File: src/rtl/alu_cmd_sequencer.sv
// Command FIFO and issue controller for a registered 16-bit ALU.
// Issues one command at a time, captures the result, returns it in order.
module alu_cmd_sequencer #(
    parameter int DATA_WIDTH  = 16,
    parameter int FUN_WIDTH   = 4,
    parameter int DEPTH       = 4,
    parameter int ALU_LATENCY = 1
) (
    input  logic                    clk,
    input  logic                    rst,
    input  logic                    cmd_valid,
    output logic                    cmd_ready,
    input  logic [DATA_WIDTH-1:0]   cmd_a,
    input  logic [DATA_WIDTH-1:0]   cmd_b,
    input  logic [FUN_WIDTH-1:0]    cmd_fun,
    output logic [DATA_WIDTH-1:0]   A,
    output logic [DATA_WIDTH-1:0]   B,
    output logic [FUN_WIDTH-1:0]    ALU_FUN,
    input  logic [DATA_WIDTH-1:0]   ALU_OUT,
    input  logic                    Arith_Flag,
    input  logic                    Logic_Flag,
    input  logic                    CMP_Flag,
    input  logic                    Shift_Flag,
    output logic                    res_valid,
    input  logic                    res_ready,
    output logic [DATA_WIDTH-1:0]   res_data,
    output logic [3:0]              res_flags,
    output logic [$clog2(DEPTH):0]  level,
    output logic                    busy
);

    localparam int AW = $clog2(DEPTH);
    localparam int EW = 2 * DATA_WIDTH + FUN_WIDTH;
    localparam int CW = (ALU_LATENCY < 1) ? 1 : $clog2(ALU_LATENCY + 1);
    localparam logic [AW:0] PONE = (AW + 1)'(1);
    localparam logic [CW-1:0] CLAT = CW'(ALU_LATENCY);
    localparam logic [CW-1:0] CONE = CW'(1);

    typedef enum logic [1:0] {
        ST_IDLE,
        ST_WAIT,
        ST_HOLD
    } state_t;

    logic [EW-1:0]         mem_q [DEPTH];
    logic [EW-1:0]         mem_d [DEPTH];
    logic [AW:0]           wptr_q, wptr_d;
    logic [AW:0]           rptr_q, rptr_d;
    state_t                state_q, state_d;
    logic [CW-1:0]         cnt_q, cnt_d;
    logic [DATA_WIDTH-1:0] a_q, a_d;
    logic [DATA_WIDTH-1:0] b_q, b_d;
    logic [FUN_WIDTH-1:0]  fun_q, fun_d;
    logic                  rvalid_q, rvalid_d;
    logic [DATA_WIDTH-1:0] rdata_q, rdata_d;
    logic [3:0]            rflags_q, rflags_d;

    logic          full;
    logic          empty;
    logic          push;
    logic          pop;
    logic [EW-1:0] head;

    assign empty = (wptr_q == rptr_q);
    assign full  = (wptr_q[AW] != rptr_q[AW]) &&
                   (wptr_q[AW-1:0] == rptr_q[AW-1:0]);
    assign cmd_ready = !full && !rst;
    assign push      = cmd_valid && cmd_ready;
    assign head      = mem_q[rptr_q[AW-1:0]];
    assign level     = wptr_q - rptr_q;
    assign busy      = !empty || (state_q != ST_IDLE);

    assign A         = a_q;
    assign B         = b_q;
    assign ALU_FUN   = fun_q;
    assign res_valid = rvalid_q;
    assign res_data  = rdata_q;
    assign res_flags = rflags_q;

    // FIFO write and pointer update; a pop only ever sees older entries
    always_comb begin
        wptr_d = wptr_q;
        rptr_d = rptr_q;
        mem_d  = mem_q;
        if (push) begin
            mem_d[wptr_q[AW-1:0]] = {cmd_a, cmd_b, cmd_fun};
            wptr_d = wptr_q + PONE;
        end
        if (pop) begin
            rptr_d = rptr_q + PONE;
        end
    end

    // Issue FSM: pop and drive ALU, count latency, hold result for consumer
    always_comb begin
        state_d  = state_q;
        cnt_d    = cnt_q;
        a_d      = a_q;
        b_d      = b_q;
        fun_d    = fun_q;
        rvalid_d = rvalid_q;
        rdata_d  = rdata_q;
        rflags_d = rflags_q;
        pop      = 1'b0;
        unique case (state_q)
            ST_IDLE: begin
                if (!empty) begin
                    pop     = 1'b1;
                    state_d = ST_WAIT;
                end
            end
            ST_WAIT: begin
                if (cnt_q == '0) begin
                    rvalid_d = 1'b1;
                    rdata_d  = ALU_OUT;
                    rflags_d = {Arith_Flag, Logic_Flag,
                                CMP_Flag, Shift_Flag};
                    state_d  = ST_HOLD;
                end else begin
                    cnt_d = cnt_q - CONE;
                end
            end
            ST_HOLD: begin
                if (res_ready) begin
                    rvalid_d = 1'b0;
                    if (!empty) begin
                        pop     = 1'b1;
                        state_d = ST_WAIT;
                    end else begin
                        state_d = ST_IDLE;
                    end
                end
            end
            default: state_d = ST_IDLE;
        endcase
        if (pop) begin
            a_d   = head[EW-1 -: DATA_WIDTH];
            b_d   = head[FUN_WIDTH +: DATA_WIDTH];
            fun_d = head[FUN_WIDTH-1:0];
            cnt_d = CLAT;
        end
    end

    // State and datapath registers; reset drops queue, command and result
    always_ff @(posedge clk or posedge rst) begin
        if (rst) begin
            mem_q    <= '{default: '0};
            wptr_q   <= '0;
            rptr_q   <= '0;
            state_q  <= ST_IDLE;
            cnt_q    <= '0;
            a_q      <= '0;
            b_q      <= '0;
            fun_q    <= '0;
            rvalid_q <= 1'b0;
            rdata_q  <= '0;
            rflags_q <= '0;
        end else begin
            mem_q    <= mem_d;
            wptr_q   <= wptr_d;
            rptr_q   <= rptr_d;
            state_q  <= state_d;
            cnt_q    <= cnt_d;
            a_q      <= a_d;
            b_q      <= b_d;
            fun_q    <= fun_d;
            rvalid_q <= rvalid_d;
            rdata_q  <= rdata_d;
            rflags_q <= rflags_d;
        end
    end

endmodule
File: config.mk
export PLATFORM = sky130hd
export DESIGN_NAME = alu_cmd_sequencer
export DESIGN_NICKNAME = d
export VERILOG_FILES = /design/src/rtl/alu_cmd_sequencer.sv
export SDC_FILE = /design/constraint.sdc
export NUM_CORES = 1
export LEC_CHECK = 0
export BUFFER_PORTS_ARGS = -buffer_cell sky130_fd_sc_hd__buf_2
export CORE_MARGIN = 4
export CORE_UTILIZATION = 62
export DETAILED_ROUTE_END_ITERATION = 8
export PLACE_DENSITY_LB_ADDON = 0.12
export SLEW_MARGIN = 20
export SYNTH_ARGS = -nofsm -noshare
export SYNTH_HDL_FRONTEND = slang
export SYNTH_SLANG_ARGS = --single-unit
File: constraint.sdc
create_clock -name clk -period 12.2 [get_ports clk]
set_clock_uncertainty 0.1 [all_clocks]
set_input_delay 0.61 -clock clk [delete_from_list [all_inputs] [get_ports clk]]
set_output_delay 0.61 -clock clk [all_outputs]
set_load 0.02 [all_outputs]
Yosys cells after proc, flatten, opt, wreduce, memory -nomap -nowiden
Index checks and enable logic that the tools add are counted.
{"block": "word_totals", "register_bits": 210, "latchBits": 0, "ramBits": 0, "romBits": 0, "in_bits": 60, "out_inout_bits": 62, "word_cells": 67, "n_memories": 0}
{"block": "classes", "add_sub_neg": 4, "mul": 0, "div": 0, "order_cmp": 3, "n_eq_ne": 8, "shift": 0, "muxes": 20, "bitwise_logic": 3, "reduce_logical": 15}
{"op": "bitwise mux 144 bit", "n": 1}
{"op": "two-way mux 36 bit", "n": 3}
{"op": "binary-select mux 36 bit (select 2 bit)", "n": 1}
{"op": "demux 36 bit (select 2 bit)", "n": 1}
{"op": "two-way mux 1 bit", "n": 8}
{"op": "adder 3 x 1 -> 3 bit, second input constant", "n": 2}
{"op": ">= comparator 3 bit, second input constant", "n": 2}
{"op": "two-way mux 2 bit", "n": 3}
{"op": "inequality test 2 bit, second input constant", "n": 3}
{"op": "NOT 2 -> 3 bit", "n": 2}
{"op": "one-hot mux 2 bit (3 select lines)", "n": 1}
{"op": "AND reduction 3 bit", "n": 2}
{"op": "nonzero test 2 bit", "n": 3}
{"op": "logical AND 1 bit", "n": 4}
{"op": "one-hot mux 1 bit (2 select lines)", "n": 2}
{"op": "equality test 3 bit", "n": 1}
{"op": "logical NOT 1 bit", "n": 3}
{"op": "less-than comparator 3 x 1 -> 1 bit, second input constant", "n": 1}
{"op": "subtractor 3 bit", "n": 1}
{"op": "equality test 2 x 1 -> 1 bit, second input constant", "n": 1}
{"op": "equality test 2 bit", "n": 1}
{"op": "equality test 2 bit, second input constant", "n": 1}
{"op": "logical NOT 2 bit", "n": 1}
{"op": "AND reduction 2 bit", "n": 1}
{"op": "4 further kinds", "n": 4}

Depth between registers and ports, before layout
{"block": "depth", "ltp_word": 6, "depth_mapped": 9, "ltp_nobuf": 5}

Worst setup path after synthesis
OpenSTA, ideal clock, no wires.
{"block": "synth_path", "kind": "register to output", "from": "register rptr_q[1]", "to": "output port cmd_ready", "t_arrival_ns": 1.853, "t_required_ns": 11.490, "setup_slack_ns": 9.637, "stages_incl_launch_ff": 7, "path_buffers": 2, "cell_sequence": "dfrtp_1 > buf_2 > buf_1 > inv_1 > ha_1 > and2_1 > a21oi_1"}
{"block": "synth_between", "elab_chain_cells": 4}
{"element": "from (decl)", "line": "48", "text": "logic [AW:0] rptr_q, rptr_d;"}
{"element": "from (signal assigned)", "line": "161", "text": "rptr_q <= rptr_d;"}
{"element": "equality test 2 bit", "line": "66", "text": "(wptr_q[AW-1:0] == rptr_q[AW-1:0]);"}
{"element": "logical AND 1 bit", "line": "65", "text": "assign full = (wptr_q[AW] != rptr_q[AW]) &&"}
{"element": "logical NOT 1 bit", "line": "67", "text": "assign cmd_ready = !full && !rst;"}
{"element": "logical AND 1 bit", "line": "67"}
{"element": "to (decl)", "line": "12", "text": "output logic cmd_ready,"}
No other way between the ends.

Worst setup path after layout
{"block": "layout_path", "from": "register rptr_q[1]", "to": "output port level[1]"}
{"block": "layout_between", "elab_chain_cells": 1}
{"element": "subtractor 3 bit", "line": "70", "text": "assign level = wptr_q - rptr_q;"}
{"element": "to (decl)", "line": "28", "text": "output logic [$clog2(DEPTH):0] level,"}
No other way between the ends.

==> flow_summary_export.csv <==
group,metric,value,unit
die,io_pins,122,
global_route,grt_remaining_overflow,0,
sta,max_freq,0.350,GHz
worst_setup_path,critPathCaptureType,"output port",
drt,vias,4904,
worst_setup_path,cp_max_fo,39,
cts,cts_resized,0,
worst_setup_path,critical_path_class,"flop to output port",
cts,holdBufCountCts,0,
die,die_w,128,um
sta,fin_crit,2860,ps
worst_setup_path,startpoint_type,"flop",
cts,cts.clk_slew.worst_paths,60,ps
sta,rsz0062_at_grt,"false",
finish,nNetsFinal,716,
synth,ys_types,29,
worst_setup_path,slowest_stage,"buf_4",
global_route,grt_pass1_wl,28200,um
worst_setup_path,crit_family,"buffers and inverters",
synth,synth_edf_count,0,
sta,hold_viol,0,
cts,clock_sinks,210,
drt,wl_per_cell,20.2,um
synth,avgSynthCellArea,17.1,um2
synth,synthArstFlopShare,100,%
die,initial_core_util,63.8,%
synth,synth_nets,590,
sta,holdWs,193,ps
placement,dp_hpwl,10600,um
worst_setup_path,r2r_start,"wptr_q[0]",
cts,clk_path_buf_depth,3,
die,coreArea,14000,um2
sta,tns,0,ps
worst_hold_path,hp-class,"input pin to asynchronous set/reset pin",
global_route,antenna_found_initial,1,
placement,gp_congestion,0.749,
synth,yosysMostFrequentCell,"dfrtp_1",
synth,synth_warnings,0,
die,dieArea,16400,um2
die,rows,43,
pwr,p_per_area,309,nW/um2
cts,cts_setup_buffers,0,
run_status,status,"finished clean",
synth,ys_seq_area_share,58.9,%
die,die_h,128,um
global_route,grt_max_degree,140,
synth,synth.top_cell.area_share,58.9,%
finish,n_antenna_cell,0,
sta,setup_viol,0,
pwr,vdd_drop_max,0.000177,V
finish,finish.utilization,74.5,%
flow_run,cap_viol_max_count,0,
cts,clkLatencyLatePin,500,ps
worst_setup_path,worstPathCellList,"buf_4 -> fa_1 -> inv_1 -> buf_2",
sta,fin_crit_sh,23.4,%
drt,drc,0,
cts,cts_buffers,22,
drt,drtPass1Iterations,4,
drt,vias_per_cell,5.82,
cts,cts_tree,"yes",
global_route,grt_pass1_vias,5559,
synth,netlist_top_cells_area,"dfrtp_1 (59%), mux2_2 (25%), mux4_2 (9.1%), buf_6 (1.3%), ha_1 (0.98%)",
drt,drt_iter0_markers,227,
drt,ant_nets,0,
worst_setup_path,critPathBufInv,3,
sta,slew-limit-headroom,37.7,%
sta,max_slew.worst_pin.slew,935,ps
synth,synth_ff_type,"dfrtp_1",
worst_setup_path,required,11490,ps
synth,synth-seq-cells,210,
synth,synthTopCellsByCount,"dfrtp_1 (210), mux2_2 (202), mux4_2 (36)",
synth,netlist_area,8930,um2
cts,htreeDepth,1,
finish,drive_above_1_share,62.6,%
synth,syn_inst,522,
finish,area_growth_syn_to_layout,16.8,%
sta,slew_viol_final,0,
pwr,p_total,3.22,mW
placement,port_buffers,121,
cts,cts_root_buf,"clkbuf_16",
drt,totalWireLength,17100,um
synth,yosys.area.top_type,"dfrtp_1",
worst_setup_path,crit_path_start,"rptr_q[1]",
pwr,leakagePower,4.72,nW
worst_setup_path,critPathMaxStageDelay,540,ps
global_route,track_usage,21.7,%
worst_setup_path,crit_arrival,2150,ps
[where the power goes]
group          total, mW  leakage (nW)  internal [mW]  switching (mW)
logic               1.28          1.81          0.696           0.584
clock network      0.698         0.384          0.440           0.258
registers           1.24          2.52           1.06           0.184
total               3.22          4.72           2.19            1.03
[flip-flops by register name, summed over array words and instances (netlist names), 2 cells and up]
| register | flops |
|---|---|
| mem_q | 144 |
| A | 16 |
| B | 16 |
| res_data | 16 |
| ALU_FUN | 4 |
| res_flags | 4 |
| rptr_q | 3 |
| wptr_q | 3 |
| state_q | 2 |
[cell type report]
class / instances / area (um2)
clock inverter: 4 / 72.6
fill: 899 / 3560
clock buffer: 35 / 711
timing repair buffer: 130 / 673
multi-input combinational: 276 / 3450
tap: 180 / 225
sequential: 210 / 5260
inverter: 8 / 37.5
[stage by stage]
step                cells  instance area (um2)  setup slack (ps)
floorplan             522                 8930              5750
global placement      804                 9640              9200
detailed placement    804                 9640              9130
CTS                   843                10400              9330
global route          843                10400              9250
finish                843                10400              9340
[cell families after synthesis]
kind of cell               synth area share [%]
muxes                                      34.6
xor gates and xnor gates                  0.771
buffers and inverters                      2.82
adders and majority gates                  1.21
and+or+nand+nor                           0.631
AOI/OAI and AO/OA                          1.16
DFF                                        58.9
[worst paths after layout]
| path | slack [ps] | to | cells past startpoint |
|---|---|---|---|
| worst max-delay path | 9340 | level[1] | 4 |
| worst min-delay path | 190 | res_flags[2] | 2 |
| worst max register to register | 9410 | mem_q[60] | 6 |
| worst min register to register | 400 | A[3] | 1 |
| max in group asynchronous | 10280 | mem_q[17] | 3 |
| min in group clk | 240 | res_data[4] | 2 |
[layer usage]
metal  share of wire, %  vias up  GRT usage (%)
li1                   -     2171              -
met1                 42     2594           28.5
met2                 52      109           38.4
met3                4.9       28           3.50
met4                1.6        2           4.87
met5              0.076        -              0
[cells in the final DEF (no fill, tap or decap)]
master | netlist | routed
xnor2_2 | 1 | 1
xnor2_1 | 3 | 3
o21ai_0 | 1 | 1
nand4_1 | 1 | 1
xor2_1 | 3 | 3
buf_2 | 9 | 121
o211ai_4 | 0 | 3
mux2_2 | 202 | 202
and2_1 | 1 | 1
nor2b_1 | 1 | 1
clkbuf_1 | 4 | 3
dfrtp_2 | 0 | 2
dfrtp_1 | 210 | 208
inv_1 | 8 | 7
clkinvlp_4 | 0 | 1
nor2_1 | 4 | 4
ha_1 | 7 | 7
nand2_1 | 1 | 1
bufinv_16 | 0 | 2
nand2_2 | 1 | 1
clkbuf_16 | 0 | 23
o211a_2 | 0 | 2
o2111ai_1 | 1 | 1
clkinv_2 | 0 | 1
inv_8 | 0 | 1
a21o_1 | 1 | 1
mux4_2 | 36 | 36
buf_4 | 0 | 9
nand2b_1 | 2 | 2
clkbuf_8 | 3 | 9
fa_1 | 1 | 1
a21oi_1 | 2 | 2
a31o_2 | 1 | 1
o22ai_1 | 1 | 1
(Power assumes the default switching activity.)
